[config.mk]
export PLATFORM = sky130hd
export DESIGN_NAME = demuxn_flat
export DESIGN_NICKNAME = d
export VERILOG_FILES = /design/src/rtl/demuxn_if.sv /design/src/rtl/demuxn.sv /design/src/flat_wrapper.sv
export SDC_FILE = /design/constraint.sdc
export NUM_CORES = 1
export LEC_CHECK = 0
export BUFFER_PORTS_ARGS = -buffer_cell sky130_fd_sc_hd__clkbuf_2
export CORE_MARGIN = 2
export CORE_UTILIZATION = 35
export CTS_BUF_LIST = sky130_fd_sc_hd__clkbuf_4 sky130_fd_sc_hd__clkbuf_8
export DETAILED_ROUTE_END_ITERATION = 6
export HOLD_SLACK_MARGIN = 0.05
export MAX_ROUTING_LAYER = met4
export PLACE_DENSITY_LB_ADDON = 0.15
export SLEW_MARGIN = 20
export SYNTH_ARGS = -nofsm -noshare
export SYNTH_HDL_FRONTEND = slang
export SYNTH_SLANG_ARGS = --single-unit
[constraint.sdc]
create_clock -name clk -period 1.91 [get_ports clk]
set_input_delay 0.191 -clock clk [delete_from_list [all_inputs] [get_ports clk]]
set_output_delay 0.191 -clock clk [all_outputs]
set_load 0.005 [all_outputs]
[src/rtl/demuxn_if.sv]
// Handshake bundle for demuxn: one producer side (data + control tokens)
// and M consumer channels, with the sticky error flag.
interface demuxn_if #(
  parameter int N = 32,
  parameter int M = 4
);
  localparam int S = $clog2(M + 1);

  logic           r_i;
  logic           a_i;
  logic [N-1:0]   d_i;
  logic           rctl_i;
  logic [S-1:0]   dctl_i;
  logic           actl_i;
  logic [M-1:0]   r_o;
  logic [M-1:0]   a_o;
  logic [M*N-1:0] d_o;
  logic           err_o;

  // master is the environment: the producer plus all consumers
  modport master (
    output r_i, d_i, rctl_i, dctl_i, a_o,
    input  a_i, actl_i, r_o, d_o, err_o
  );

  modport slave (
    input  r_i, d_i, rctl_i, dctl_i, a_o,
    output a_i, actl_i, r_o, d_o, err_o
  );
endinterface

[src/rtl/demuxn.sv]
// Clocked M-way four-phase demux: joins a data token with a control token and
// steers the data to one channel, all channels (broadcast) or drops it.
module demuxn #(
  parameter int   N     = 32,
  parameter int   M     = 4,
  parameter logic BCAST = 1'b1
) (
  input  logic     clk,
  input  logic     rst,
  demuxn_if.slave  bus
);
  localparam int S = $clog2(M + 1);

  typedef enum logic [1:0] {IDLE, ACK, SEND, RTZ} state_t;

  state_t       state_q;
  logic [N-1:0] data_q;
  logic [S-1:0] sel_q;
  logic         ack_q;
  logic [M-1:0] r_q;
  logic         err_q;

  logic [M-1:0] cap_mask;
  logic [M-1:0] mask;
  logic [M-1:0] hit;

  // MASK is a pure function of SEL, so it is decoded from the held select
  // rather than stored a second time.
  function automatic logic [M-1:0] decode(input logic [S-1:0] s);
    logic [M-1:0] m;
    m = '0;
    for (int k = 0; k < M; k++)
      if (s == S'(k)) m[k] = 1'b1;
    if (BCAST && s == S'(M)) m = '1;
    return m;
  endfunction

  assign cap_mask = decode(bus.dctl_i);
  assign mask     = decode(sel_q);
  assign hit      = bus.a_o & mask;

  always_ff @(posedge clk or negedge rst) begin
    if (!rst) begin
      state_q <= IDLE;
      data_q  <= '0;
      sel_q   <= '0;
      ack_q   <= 1'b0;
      r_q     <= '0;
      err_q   <= 1'b0;
    end else begin
      case (state_q)
        IDLE: if (bus.r_i && bus.rctl_i) begin
          data_q  <= bus.d_i;
          sel_q   <= bus.dctl_i;
          ack_q   <= 1'b1;
          if (cap_mask == '0) err_q <= 1'b1;
          state_q <= ACK;
        end
        ACK: if (!bus.r_i && !bus.rctl_i) begin
          ack_q <= 1'b0;
          // a dropped token finishes its input handshake and goes quiet
          if (mask != '0) begin
            r_q     <= mask;
            state_q <= SEND;
          end else begin
            state_q <= IDLE;
          end
        end
        SEND: if (hit == mask) begin
          r_q     <= '0;
          state_q <= RTZ;
        end
        RTZ: if (hit == '0) state_q <= IDLE;
        default: state_q <= IDLE;
      endcase
    end
  end

  assign bus.a_i    = ack_q;
  assign bus.actl_i = ack_q;
  assign bus.r_o    = r_q;
  assign bus.err_o  = err_q;

  for (genvar k = 0; k < M; k++) begin : g_lane
    assign bus.d_o[k*N +: N] = data_q;
  end
endmodule

[src/flat_wrapper.sv]
// flat-port wrapper written by rule: the top's interface ports become plain ports
module demuxn_flat 
#(
  parameter int   N     = 32,
  parameter int   M     = 4,
  parameter logic BCAST = 1'b1
)
  (clk, rst, bus_r_i, bus_d_i, bus_rctl_i, bus_dctl_i, bus_a_o, bus_a_i, bus_actl_i, bus_r_o, bus_d_o, bus_err_o);
  demuxn_if #(.N(N), .M(M)) bus_i ();
  input  logic clk;
  input  logic rst;
  input wire logic [$bits(bus_i.r_i)-1:0] bus_r_i;
  input wire logic [$bits(bus_i.d_i)-1:0] bus_d_i;
  input wire logic [$bits(bus_i.rctl_i)-1:0] bus_rctl_i;
  input wire logic [$bits(bus_i.dctl_i)-1:0] bus_dctl_i;
  input wire logic [$bits(bus_i.a_o)-1:0] bus_a_o;
  output wire logic [$bits(bus_i.a_i)-1:0] bus_a_i;
  output wire logic [$bits(bus_i.actl_i)-1:0] bus_actl_i;
  output wire logic [$bits(bus_i.r_o)-1:0] bus_r_o;
  output wire logic [$bits(bus_i.d_o)-1:0] bus_d_o;
  output wire logic [$bits(bus_i.err_o)-1:0] bus_err_o;
  assign bus_i.r_i = bus_r_i;
  assign bus_i.d_i = bus_d_i;
  assign bus_i.rctl_i = bus_rctl_i;
  assign bus_i.dctl_i = bus_dctl_i;
  assign bus_i.a_o = bus_a_o;
  assign bus_a_i = bus_i.a_i;
  assign bus_actl_i = bus_i.actl_i;
  assign bus_r_o = bus_i.r_o;
  assign bus_d_o = bus_i.d_o;
  assign bus_err_o = bus_i.err_o;
  demuxn #(.N(N), .M(M), .BCAST(BCAST)) u_core (.clk(clk), .rst(rst), .bus(bus_i));
endmodule
### Word-level counts from Yosys, hierarchy flattened

Index checks and enable logic that the tools add are counted.

| word-level totals | value |
|---|---|
| bits in registers | 43 |
| input port bits | 43 |
| output and inout port bits | 135 |

| cells by class | value |
|---|---|
| multiplexer cells | 23 |
| equality and inequality tests | 17 |
| bitwise operators | 1 |
| reductions and logical operators | 17 |

Operators by type and width:

| operator | count |
|---|---|
| 4-bit two-way mux | 5 |
| 3-bit by 2-bit == test with 1-bit output (second input constant) | 4 |
| 1-bit two-way mux | 10 |
| 2-bit two-way mux | 5 |
| 2-bit by 1-bit inequality test with 1-bit output (second input constant) | 5 |
| 4-bit logical NOT | 2 |
| 2-bit one-hot mux with 4 select lines | 1 |
| 4-bit one-hot mux with 2 select lines | 1 |
| 4-bit AND reduction | 2 |
| 3-bit by 1-bit == test with 1-bit output (second input constant) | 2 |
| 3-bit == test (second input constant) | 2 |
| 3-bit logical NOT | 2 |
| 3-bit AND reduction | 2 |
| 4-bit bitwise AND | 1 |
| 2-bit == test (second input constant) | 2 |
| 4-bit == test | 1 |
| 2-bit nonzero test | 2 |
| 4-bit nonzero test | 1 |
| 2-bit by 1-bit == test with 1-bit output (second input constant) | 1 |
| 1-bit logical AND | 2 |
| 1-bit logical NOT | 2 |
| 2-bit logical NOT | 1 |
| 1-bit one-hot mux with 2 select lines | 1 |
| 2-bit AND reduction | 1 |

### Logic depth before layout (Yosys ltp)

| depth | value |
|---|---|
| depth in word-level cells | 7 |
| mapped depth | 5 |

### Least setup slack after synthesis

Ideal clock, no wire load.

| timing | value |
|---|---|
| path type | flip-flop to flip-flop |
| start | register u_core.state_q[0] |
| end | register u_core.data_q[10] |
| arrival | 1386 ps |
| setup time | 125 ps |
| clock period less this slack | 1511 ps |
| stages on the path, launching flop included | 5 |
| required time | 1785 ps |
| setup slack | 399 ps |
| path through | dfrtp_1 -> buf_2 -> nor3_4 -> buf_6 -> mux2_2 |

| on the way | value |
|---|---|
| word-level cells in the longest chain between the ends | 2 |

RTL lines:

| element | line | source |
|---|---|---|
| from (decl) | demuxn.sv:16 | `state_t state_q;` |
| from (signal assigned) | demuxn.sv:44 | `state_q <= IDLE;` |
| from (signal assigned) | demuxn.sv:57 | `state_q <= ACK;` |
| from (signal assigned) | demuxn.sv:64 | `state_q <= SEND;` |
| 2-bit logical NOT | demuxn.sv:51 | `case (state_q)` |
| 2-bit AND reduction (no source line) | -- |  |
| to (signal assigned) | demuxn.sv:53 | `data_q <= bus.d_i;` |
| to (decl) | demuxn.sv:17 | `logic [N-1:0] data_q;` |

No other way between the ends.
A chain may end at the register's enable or synchronous reset.

### Worst setup path after layout

| timing | value |
|---|---|
| start | register u_core.sel_q[2] |
| end | register u_core.r_q[1], in the netlist u_core.bus.r_o[1] |

| on the way | value |
|---|---|
| word-level cells in the longest chain between the ends | 7 |
| elaborated cells on any way between the ends | 19 |
| classes of those cells | 7 x eq/ne; 8 x mux; 1 x bitwise; 3 x reduce/logical |

RTL lines:

| element | line | source |
|---|---|---|
| from (decl) | demuxn.sv:18 | `logic [S-1:0] sel_q;` |
| from (signal assigned) | demuxn.sv:54 | `sel_q <= bus.dctl_i;` |
| 3-bit by 1-bit == test with 1-bit output, or another cell as far along | demuxn.sv:33 | `if (s == S'(k)) m[k] = 1'b1;` |
| 1-bit two-way mux | demuxn.sv:33 |  |
| 4-bit two-way mux * | demuxn.sv:34 | `if (BCAST && s == S'(M)) m = '1;` |
| 4-bit bitwise AND | demuxn.sv:40 | `assign hit = bus.a_o & mask;` |
| 4-bit == test | demuxn.sv:69 | `SEND: if (hit == mask) begin` |
| 2-bit by 1-bit inequality test with 1-bit output (no source line) | -- |  |
| 4-bit AND reduction (no source line) | -- |  |
| to (signal assigned) | demuxn.sv:63 | `r_q <= mask;` |
| to (decl) | demuxn.sv:20 | `logic [M-1:0] r_q;` |

Mark *: on every way between the ends. The rest lies on a longest branch, timed or not. The select of a mux whose other input is x is not followed.

==> parameters.txt <==
Parameter                              Value

Routing
  Routed WL per cell    11.51 µm
  Wirelength, routed    4800 µm
  Via density per instance    approximately 4.3
  Iteration count of the initial detailed-routing pass    4
  First-iteration detailed-routing DRC count    39
  Remaining routing DRC violations    0
  Post-DRT Antenna Nets    0
  Vias    around 1800

Clocking
  Number of clock sinks    43
  Inserted Clock Buffers    5
  Root Buffer Master    clkbuf_8
  Number of setup buffers added after CTS    0
  TritonCTS clock tree    yes
  CTS H-tree depth    2
  Post-cts resize count    0
  Insertion delay to the later sink of the worst-skew pair    just under 300 ps
  Cts hold-fix bufs    1
  Clock slew at the register clock pins of the worst setup and hold paths    around 80 ps
  Clock buffer depth    2

STA
  Clock Skew    7.380 ps
  Worst hold slack    roughly 120 ps
  Headroom to the max-slew limit    65.09%
  Worst-Margin Slew    between 500 and 600 ps
  Final setup violation count    0
  Post-layout minimum cycle time    1595 ps
  Post-route clock period utilization    a little over four fifths
  Setup repair after global routing missed its margin    false
  Highest attainable clock frequency    627.0 MHz
  Fin. max-slew vios    0
  Setup TNS after final layout    0 ps
  Final number of hold-violating endpoints    0

Power and ir drop
  Power Density    1708 nW/µm²
  Static leakage    1.602 nW
  IR Drop Worst-Case VDD    0.6103 mV

Synthesis
  Synthesized instance count    between 200 and 250
  Area share of xor/xnor cells in the synthesized design    0.6773%
  Area share of and/or/nand/nor cells after synthesis    4.354%
  Mean instance size in the synthesized netlist    roughly 11 µm²
  Proportion of synthesized area in mux cells    ~17%
  Adder and majority cell fraction of the synthesized area    0%
  Complex-gate fraction of the synthesized area    under 10%
  Syn Std Cell Area    2586 µm²
  Post-synth ARST share    100.0%
  Net count of the mapped netlist    278
  Part of the Yosys area used for sequential elements    a little over two fifths
  Yosys synthesis warning count    0
  Register bit count reported by yosys    43
  Dominant cell by count in the synthesized netlist    buf_4
  Cell types occupying the most area after synthesis    dfrtp_1, buf_4, mux2_2
  Number of synthesized flops with an enable pin    0
  Most used DFF post-synth    dfrtp_1
  Post-synth top cells    buf_4, dfrtp_1, mux2_2, mux2_1, nand2_1
  Number of distinct library cell variants in the gate-level netlist after synthesis    31
  Combinational family with the most area after synthesis    buffers and inverters
  Area leader, netlist    dfrtp_1
  Yosys top cell area share    41.61%

Global route
  Number of antenna violations at the first check in global routing    0
  Total congestion overflow    0
  Global-route wire length before repair    7838 µm
  Number of global-route vias before repair    between 1500 and 2000
  Pin count of the biggest net entering global routing    26
  Overall fraction of global-route tracks in use    12.11%

Min path
  Hold crit path type    input port to register
  Worst Hold Path Cells    2

Cells and area
  Fraction of final layout cells sized beyond drive strength 1    roughly two thirds
  Antenna diodes    0
  # nets final    361
  Synthesis-to-layout area growth    14.56%
  Number of filler cells placed in the layout    747

Die
  Die boundary height    89.96 µm
  Width of the chip    89.96 µm
  I/O pin total    178
  Starting density of the core    between 30% and 40%
  Floorplan row count    31
  Floorplan core area    7214 µm²
  Overall die area    ~8100 µm²

Place
  Routability congestion estimate    0.7004
  Quantity of I/O buffers inserted on ports    177
  Post-DP HPWL    3735 µm

Critical path
  Critical-path maximum fanout    12
  Nature of the critical path startpoint    register
  Logic depth of the worst register-to-register path    4
  Critical path capture point type    register
  Crit Path Category    register to register
  Arrival time at the worst endpoint    1760 ps
  Worst Path Required    between 2000 and 2500 ps

Outcome
  Run status    completed

Flow run
  Max cap viols    0
[final timing paths]
check / to / slack (ps) / start
worst min register to register: u_core.bus.err_o / 470 / u_core.bus.err_o
worst max register to register: u_core.bus.r_o[1] / 320 / u_core.sel_q[2]
worst min-delay path: u_core.data_q[4] / 120 / bus_d_i[4]
max in group asynchronous: u_core.data_q[12] / 990 / rst
min in group asynchronous: u_core.bus.r_o[0] / 400 / rst
worst max-delay path: u_core.bus.r_o[1] / 320 / u_core.sel_q[2]
[layout make-up]
class | instances | area, µm² | share of cell area (%)
sequential | 43 | 1076 | 36.32
timing repair buffer | 181 | 930.9 | 31.42
multi-input combinational | 83 | 710.7 | 23.99
tap | 99 | 123.9 | 4.181
clock buffer | 6 | 76.32 | 2.576
clock inverter | 1 | 30.03 | 1.014
inverter | 4 | 15.01 | 0.5068
[cells in the final DEF (no fill, tap or decap), drive strengths merged, types with 3 or more instances in the layout]
cell type  count
a21oi          4
buf            3
clkbuf       183
dfrtp         43
inv            4
mux2          34
mux2i          5
nand2          6
nor2           4
o21ai          4
o22ai          3
o31ai          3
[sequential cells by signal, indices dropped and copies added, names as in the netlist, named ones only]
name,count
u_core.bus.err_o,1
u_core.bus.r_o,4
u_core.bus.a_i,1
u_core.sel_q,3
u_core.state_q,1
u_core.data_q,32
[routing by layer]
layer / global-route usage, % / part of all wire, % / vias to the layer above
li1: - / - / 852
met3: 3.269 / 9.2 / 0
met1: 15.25 / 43 / 817
met5: - / 0 / -
met4: 2.308 / 0 / 0
met2: 19.89 / 48 / 104
[logic make-up after synthesis]
family / count (synthesis)
AOI/OAI and AO/OA: 22
and+or+nand+nor: 20
buffers and inverters: 109
DFF: 43
muxes: 39
xor gates and xnor gates: 2
[critical path, stage by stage (launching register included)]
cell      delay (ps)
dfrtp_1          510
nor2b_1          190
o311ai_0         380
and3b_1          300
o22ai_1           90
[per-stage QoR]
stage	cells	cell area (µm²)	util [%]	power (W)	setup slack, ps
6_report	417	2963	41.07	0.005061	315.1
5_1_grt	417	2963	41.07	0.005511	124.0
4_1_cts	417	2963	41.07	0.005182	305.9
3_5_place_dp	409	2846	39.46	0.004461	315.7
3_3_place_gp	409	2846	39.46	0.004447	358.2
2_1_floorplan	235	2586	-	0.004282	399.2
[power breakdown]
part / switching [W] / leakage (nW) / internal [W]
Sequential: 0.000588 / 0.514 / 0.00136
Clock: 0.000294 / 0.0547 / 0.000398
Combinational: 0.000990 / 1.03 / 0.00143
Total: 0.00187 / 1.60 / 0.00319
(Power assumes the default switching activity.)
